--- config.mk ---
export PLATFORM = sky130hd
export DESIGN_NAME = peripheral_mpram_ahb3_ctrl
export DESIGN_NICKNAME = d
export VERILOG_FILES = /design/src/rtl/peripheral_mpram_ahb3_pkg.sv /design/src/rtl/peripheral_mpram_ahb3_be_gen.sv /design/src/rtl/peripheral_mpram_ahb3_ctrl.sv
export SDC_FILE = /design/constraint.sdc
export NUM_CORES = 1
export LEC_CHECK = 0
export BUFFER_PORTS_ARGS = -buffer_cell sky130_fd_sc_hd__buf_4
export CAP_MARGIN = 25
export CORE_AREA = 2 2 78 80
export CTS_BUF_LIST = sky130_fd_sc_hd__clkbuf_16
export DETAILED_ROUTE_END_ITERATION = 7
export DIE_AREA = 0 0 80 82
export PLACE_DENSITY_LB_ADDON = 0.1
export SLEW_MARGIN = 20
export SYNTH_ARGS = -nofsm -noshare
export SYNTH_HDL_FRONTEND = slang
export SYNTH_HIERARCHICAL = 1
export SYNTH_SLANG_ARGS = --single-unit
--- constraint.sdc ---
create_clock -name clk_i -period 2.25 [get_ports clk_i]
set_input_delay 0.225 -clock clk_i [delete_from_list [all_inputs] [get_ports clk_i]]
set_output_delay 0.225 -clock clk_i [all_outputs]
set_load 0.03 [all_outputs]
--- src/rtl/peripheral_mpram_ahb3_pkg.sv ---
// Shared AHB-Lite encodings and controller FSM states for the multi-port RAM AHB3 front end.
package peripheral_mpram_ahb3_pkg;

  localparam logic [1:0] HTRANS_IDLE   = 2'b00;
  localparam logic [1:0] HTRANS_BUSY   = 2'b01;
  localparam logic [1:0] HTRANS_NONSEQ = 2'b10;
  localparam logic [1:0] HTRANS_SEQ    = 2'b11;

  localparam logic [2:0] HSIZE_BYTE  = 3'b000;
  localparam logic [2:0] HSIZE_HWORD = 3'b001;
  localparam logic [2:0] HSIZE_WORD  = 3'b010;
  localparam logic [2:0] HSIZE_DWORD = 3'b011;

  localparam logic HRESP_OKAY  = 1'b0;
  localparam logic HRESP_ERROR = 1'b1;

  typedef enum logic [2:0] {
    ST_IDLE,
    ST_DATA,
    ST_STALL,
    ST_ERR1,
    ST_ERR2
  } state_e;

endpackage

--- src/rtl/peripheral_mpram_ahb3_be_gen.sv ---
// Byte-enable generator: maps hsize/low address bits onto lane enables and flags
// transfers that are wider than the bus or not naturally aligned.
module peripheral_mpram_ahb3_be_gen
  import peripheral_mpram_ahb3_pkg::*;
#(
  parameter  int DBITS = 32,
  localparam int NB    = (DBITS + 7) / 8,
  localparam int AW    = (NB > 1) ? $clog2(NB) : 1
) (
  input  logic [2:0]    hsize_i,
  input  logic [AW-1:0] addr_i,
  output logic [NB-1:0] be_o,
  output logic          err_o
);

  localparam int LSB = (NB > 1) ? $clog2(NB) : 0;

  int   nbytes;
  int   off;
  logic too_big;
  logic misalign;

  always_comb begin
    nbytes   = 32'd1 << hsize_i;
    off      = (NB > 1) ? int'(addr_i) : 0;
    too_big  = int'(hsize_i) > LSB;
    misalign = (off & (nbytes - 1)) != 0;
    err_o    = too_big | misalign;
    be_o     = '0;
    for (int i = 0; i < NB; i++)
      be_o[i] = !err_o && (i >= off) && (i < off + nbytes);
  end

endmodule

--- src/rtl/peripheral_mpram_ahb3_ctrl.sv ---
// AHB-Lite slave front end for a 1R1W RAM: zero-wait reads/writes, one stall on a
// read-after-write to the same word, and two-cycle ERROR for illegal size/alignment.
module peripheral_mpram_ahb3_ctrl
  import peripheral_mpram_ahb3_pkg::*;
#(
  parameter int ABITS      = 10,
  parameter int DBITS      = 32,
  parameter int HADDR_SIZE = 32
) (
  input  logic                    clk_i,
  input  logic                    rst_i,
  input  logic                    hsel_i,
  input  logic [HADDR_SIZE-1:0]   haddr_i,
  input  logic [DBITS-1:0]        hwdata_i,
  input  logic                    hwrite_i,
  input  logic [2:0]              hsize_i,
  input  logic [2:0]              hburst_i,
  input  logic [3:0]              hprot_i,
  input  logic [1:0]              htrans_i,
  input  logic                    hmastlock_i,
  input  logic                    hready_i,
  output logic [DBITS-1:0]        hrdata_o,
  output logic                    hreadyout_o,
  output logic                    hresp_o,
  output logic [ABITS-1:0]        mem_waddr_o,
  output logic [DBITS-1:0]        mem_din_o,
  output logic                    mem_we_o,
  output logic [(DBITS+7)/8-1:0]  mem_be_o,
  output logic [ABITS-1:0]        mem_raddr_o,
  input  logic [DBITS-1:0]        mem_dout_i
);

  localparam int NB  = (DBITS + 7) / 8;
  localparam int LSB = (NB > 1) ? $clog2(NB) : 0;
  localparam int AW  = (NB > 1) ? $clog2(NB) : 1;

  state_e           state_q, state_d;
  logic [ABITS-1:0] addr_q, addr_d;
  logic [NB-1:0]    be_q, be_d;
  logic             wr_q, wr_d;

  logic [ABITS-1:0] haddr_word;
  logic [NB-1:0]    be_w;
  logic             size_err;
  logic             accept;
  logic             illegal;
  logic             wr_dphase;
  logic             hazard;

  // burst/protection/lock qualifiers carry no meaning for a flat RAM
  logic unused_sig;
  assign unused_sig = ^{hburst_i, hprot_i, hmastlock_i, haddr_i[HADDR_SIZE-1:ABITS+LSB]};

  assign haddr_word = haddr_i[ABITS+LSB-1:LSB];

  peripheral_mpram_ahb3_be_gen #(.DBITS(DBITS)) u_be_gen (
    .hsize_i (hsize_i),
    .addr_i  (haddr_i[AW-1:0]),
    .be_o    (be_w),
    .err_o   (size_err)
  );

  assign accept    = hsel_i & hready_i &
                     ((htrans_i == HTRANS_NONSEQ) | (htrans_i == HTRANS_SEQ));
  assign illegal   = accept & size_err;
  assign wr_dphase = (state_q == ST_DATA) & wr_q;
  // memory has no bypass, so a read of the word being written must re-issue a cycle later
  assign hazard    = accept & ~size_err & ~hwrite_i & wr_dphase & (haddr_word == addr_q);

  always_ff @(posedge clk_i) begin
    if (rst_i) begin
      state_q <= ST_IDLE;
      addr_q  <= '0;
      be_q    <= '0;
      wr_q    <= 1'b0;
    end else begin
      state_q <= state_d;
      addr_q  <= addr_d;
      be_q    <= be_d;
      wr_q    <= wr_d;
    end
  end

  always_comb begin
    addr_d = addr_q;
    be_d   = be_q;
    wr_d   = wr_q;
    if (accept && !size_err) begin
      addr_d = haddr_word;
      be_d   = be_w;
      wr_d   = hwrite_i;
    end else if (hready_i) begin
      wr_d   = 1'b0;
    end
  end

  always_comb begin
    state_d = state_q;
    case (state_q)
      ST_STALL: state_d = ST_DATA;
      ST_ERR1:  state_d = ST_ERR2;
      default: begin
        if (illegal)     state_d = ST_ERR1;
        else if (hazard) state_d = ST_STALL;
        else if (accept) state_d = ST_DATA;
        else             state_d = ST_IDLE;
      end
    endcase
  end

  always_comb begin
    hreadyout_o = 1'b1;
    hresp_o     = HRESP_OKAY;
    mem_we_o    = 1'b0;
    mem_be_o    = '0;
    if (!rst_i) begin
      case (state_q)
        ST_STALL: hreadyout_o = 1'b0;
        ST_ERR1: begin
          hreadyout_o = 1'b0;
          hresp_o     = HRESP_ERROR;
        end
        ST_ERR2:  hresp_o = HRESP_ERROR;
        ST_DATA: begin
          mem_we_o = wr_q;
          mem_be_o = wr_q ? be_q : '0;
        end
        default: ;
      endcase
    end
  end

  assign mem_waddr_o = addr_q;
  assign mem_din_o   = hwdata_i;
  assign mem_raddr_o = hreadyout_o ? haddr_word : addr_q;
  assign hrdata_o    = mem_dout_i;

endmodule
# Word level (Yosys, flattened, before mapping)
# Index checks and enable logic that the tools add are counted.
# word_totals
inputBits,114
out_inout_bits,91
reg_bits,18
# op_classes
order_cmp,8
shift,1
bitwise,13
mux,16
addsub,2
n_reduce_logical,13
n_eq_ne,7
# ops
operator,count
$lt 3x32->1 const A,2
$add 3x32->32,1
$and 3x32->32,1
$lt 1x32->1 const A,1
$lt 2x32->1 const A,1
$reduce_bool 32->1,1
$shl 1x3->32 const A,1
$sub 32x2->32 const B,1
$mux 4,3
$eq 10x10->1,1
$mux 10,1
$mux 1,9
$and 1x1->1,8
$logic_and 1x1->1,8
$eq 3x2->1 const B,2
$pmux 3 s2,1
$eq 2x2->1 const B,2
$ge 1x2->1 const A,2
$mux 2,2
$reduce_or 2->1,2
$eq 3x1->1 const B,1
$eq 3x3->1 const B,1
$gt 3x2->1 const B,1
$ge 2x2->1 const A,1
other kinds (4),6

# Depth between registers and ports, before layout
# logic_depth
word_depth,13
mapped_depth,10

# Modules after synthesis
# The synthesis kept the hierarchy.
# modules_own_cells
mod,area_each_um2,cells_each,seq_area_each_um2,n_inst
peripheral_mpram_ahb3_ctrl,1468.9,178,360.3,1
peripheral_mpram_ahb3_be_gen,176.4,27,0.0,1

# Least setup slack after synthesis
# Ideal clock, no wire load.
# synth_timing
path_type,input to register
from,input port hsize_i[0]
to,register addr_q[1] (netlist: mem_waddr_o[1])
slack_ps,575
arrival_ps,1543
stages,10
path_buffers,2
setup_time_ps,132
cell_sequence,nor3_1 -> inv_1 -> ha_1 -> nor2_1 -> nand2_1 -> or2_1 -> buf_2 -> buf_6 -> nand2_1 -> a21oi_1
# synth_between
elab_chain_cells,7
word_cells_on_any_way,8
classes_between,add/sub: 1; order compare: 1; shift: 1; bitwise: 2; reduce/logical: 3
# synth_lines
element,line_no,rtl
from (decl),peripheral_mpram_ahb3_ctrl.sv:16,"input logic [2:0] hsize_i,"
$shl 1x3->32,peripheral_mpram_ahb3_be_gen.sv:24,nbytes = 32'd1 << hsize_i;
$sub 32x2->32,peripheral_mpram_ahb3_be_gen.sv:27,misalign = (off & (nbytes - 1)) != 0;
$and 3x32->32,peripheral_mpram_ahb3_be_gen.sv:27,
$reduce_bool 32->1,peripheral_mpram_ahb3_be_gen.sv:27,
$or 1x1->1 (*),peripheral_mpram_ahb3_be_gen.sv:28,err_o = too_big | misalign;
net size_err,peripheral_mpram_ahb3_ctrl.sv:44,logic size_err;
$logic_not 1->1 (*),peripheral_mpram_ahb3_ctrl.sv:88,if (accept && !size_err) begin
$logic_and 1x1->1 (*),peripheral_mpram_ahb3_ctrl.sv:88,
to (signal assigned),peripheral_mpram_ahb3_ctrl.sv:78,addr_q <= addr_d;
to (decl),peripheral_mpram_ahb3_ctrl.sv:38,"logic [ABITS-1:0] addr_q, addr_d;"
# The timed path passes the listed nets; every way through them passes the cells marked *.
# A chain may end at the register's enable or synchronous reset.

# Worst setup path after layout
# layout_timing
from,register state_q[1]
to,output port mem_raddr_o[9]
# layout_between
elab_chain_cells,5
word_cells_on_any_way,6
classes_between,eq/ne: 2; mux: 3; reduce/logical: 1
# layout_lines
element,line_no,rtl
from (decl),peripheral_mpram_ahb3_ctrl.sv:37,"state_e state_q, state_d;"
from (signal assigned),peripheral_mpram_ahb3_ctrl.sv:77,state_q <= state_d;
$eq 3x2->1,peripheral_mpram_ahb3_ctrl.sv:117,case (state_q)
$reduce_or 2->1 (no source line) (*),-,
$mux 1 (*),peripheral_mpram_ahb3_ctrl.sv:117,
$mux 1 (*),peripheral_mpram_ahb3_ctrl.sv:116,if (!rst_i) begin
$mux 10 (*),peripheral_mpram_ahb3_ctrl.sv:135,assign mem_raddr_o = hreadyout_o ? haddr_word : addr_q;
to (decl),peripheral_mpram_ahb3_ctrl.sv:29,"output logic [ABITS-1:0] mem_raddr_o,"
# Every way passes the cells marked *; elsewhere a longest branch is shown, timed or not.

==> impl_results.md <==
* Placed cell area at 0.00157 sq mm
* Post-route minimum period at 1.93 ns
* Ys async rst share at 0%
* Drt first pass iters at 4
* Top cell type's share of synthesized area at 29.2%
* GRT busiest layer: met2
* Crit Path Class: reg -> out
* Clock sinks at 18
* Total vias in the final route at 1,189
* Drt drc at 0
* Iteration-0 DRC Markers at 38
* Setup WS post-layout at 0.321 ns
* Seq/Total Area, Yosys at 21.9%
* Post-synthesis net count at 323
* Synth Warn # at 6
* H-Tree Depth at 1
* GR Util met1 at 12.9%
* Max_cap viols at 0
* Post-route ant nets at 0
* Footprint of the multi-input gates at 746 sq um
* Most frequent cell after synthesis: buf_4
* Resize count post-CTS at 0
* Clock Skew at 0.000580 ns
* Xor and xnor area share after synthesis at 5.32%
* Worst setup SP type: register
* Largest family of logic cells by synthesized area: buffers and inverters
* Mapped Area at 0.00165 sq mm
* GR Util met3 at 3.63%
* Worst slew margin at 62.9%
* Period utilization at 85.7%
* Largest cells by area after synthesis: buf_4 29%, dfxtp_1 22%, nand2_1 7.5%
* Clock latency on the worst-skew pair at 0.25 ns
* Pin count of the biggest net entering global routing at 20
* Remaining Overflow, GRT at 0
* Hold WS at 0.228 ns
* Simple-gate portion of the synthesized area at 20.6%
* Final setup viols at 0
* Critical-path cell list: nor2b_2, nor2b_4, mux2_2, buf_4
* Max IR drop VDD at 262 uV
* DIE WIDTH at 80 um
* Worst EP arrival at 1.70 ns
* Cell Pwr Density at 506 mW/mm^2
* R2R setup slack at 0.93 ns
* Fin cells at 262
* Lkg Pwr at 0.672 nW
* Setup Buffers After CTS at 0
* Crit path capture type: output port
* Die Y at 82 um
* RSZ-0062 raised after global routing: no
* Capture point of the worst path: mem_raddr_o[9]
* Worst hold path type: in -> reg
* Final WL at 3580 um
* Syn_area_per_cell at 8.03 sq um
* Cell area after layout at 0.00165 sq mm
* Worst r2r dst: state_q[0]
* Critical Path Stages at 4
* Mux cell area share after synthesis at 6.84%
* Cell Count Post-Placement at 258
* TritonCTS clock tree: yes
* Critical path required time at 2.03 ns
* Register area at 360 sq um
* R2r startpoint: state_q[0]
* Status: finished clean
* Initial antenna violation count at 0
* Core area at 0.00575 sq mm
* Crit-path leading delay family: simple AND/OR/NAND/NOR gates
* Tot Pwr at 0.835 mW
* Worst slew pin tran at 0.556 ns
* Adder-cell share of the synthesized area at 3.50%
* Post-synthesis register bit count at 18
* Fin Setup TNS at 0 ns
* Unique masters post-synth at 32
* Synth cell count leaders: 64 x buf_4, 33 x nand2_1, 20 x a21oi_1
* CP max FO at 12
* Worst Setup SP: state_q[1]
* Crit path largest cell delay at 0.40 ns
* Hold Violations, Final at 0
* Reg2Reg Depth at 4
* CTS clk-pin slew, worst paths at 0.05 ns
* Ys flop type: dfxtp_1
* Post-layout util at 28.7%
* DP Worst Slack at 0.216 ns
* Clk Tree Root Cell: clkbuf_16
* Area leader, netlist: buf_4
* Num CTS Buffers at 3
* Syn Inst Count at 205
* Cell Rows at 28
* Area growth syn-to-layout at 0.304%
* Routed length per instance at 13.7 um
* First-pass GRT wire length at 5670 um
* Hold_buf cts at 0
* Post-DP HPWL at 2760 um
* Top-Level Pins at 205
* Vias in the first global route at 1,172
* Clock tree buffer depth at 2
* Port Buffers at 47
* Initial Utilization at 28.6%
* Final Wtd Congestion at 0.727
* Slowest-stage cell, CP: mux2_2
* Fraction of layout cells with a size suffix above 1 at 35.8%
* Final nets at 306
* # diodes at 0
* M2 GR Usage at 17.3%
* Max-slew violations at 0
* Total track usage at 11.0%
* Die area at 0.00656 sq mm
* WP buf/inv at 1
* Post-synth EDFFs at 0
* Vias per cell at 4.54
* # fillers at 633
* Synth Area in Compound Gates at 9.05%
* Fmax at 0.519 GHz
where the power goes:
| part | leakage, nW | switching [mW] | internal, mW |
|---|---|---|---|
| clock | 0.0385 | 0.121 | 0.236 |
| combinational | 0.489 | 0.0847 | 0.0664 |
| sequential | 0.145 | 0.00353 | 0.322 |
final cells by class:
class                   count  share of cell area [%]
clock buffers               3                    4.55
well taps                  75                    5.69
flip-flops and latches     18                    21.8
multi-input cells         114                    45.2
inverters                   3                   0.682
clock inverters             1                   0.227
repair buffers             48                    21.8
layer usage:
metal,wire length (um),vias up
met5,0,-
met3,331,24
met4,168,0
met2,1640,54
li1,-,571
met1,1440,540
cell families after synthesis:
logic type | count (synthesis)
AO/OA/AOI/OAI | 26
buffers and inverters | 73
adder cells (fa/ha/maj) | 4
XOR/XNOR | 10
flip-flops | 18
multiplexers | 10
AND/OR/NAND/NOR | 64
state kept, by name, indices dropped and copies added, names as in the netlist:
signal and cells:
be_q 4, wr_q 1, mem_waddr_o 10, state_q 3
placed cells by master (no fill, tap or decap), drive strengths merged, types with 5 or more instances in the layout:
cell type,netlist,final
and2,5,5
xor2,10,10
nand2,33,33
a21oi,20,20
nor2b,5,5
mux2,10,10
nor2,9,9
buf,69,48
dfxtp,18,18
worst min path at each step:
stage / from / end / slack, ns / cells past startpoint
global route: hwrite_i / wr_q / 0.24 / 3
floorplan: haddr_i[10] / mem_waddr_o[8] / 0.36 / 2
CTS: hwrite_i / wr_q / 0.22 / 3
finish: hwrite_i / wr_q / 0.23 / 3
global placement: be_q[3] / be_q[3] / 0.44 / 2
detailed placement: be_q[3] / be_q[3] / 0.45 / 2
worst min-delay path, cell delays in order:
cell	delay, ns
buf_4	0.09
a21oi_1	0.05
nor2_1	0.07
(Power assumes the default switching activity.)
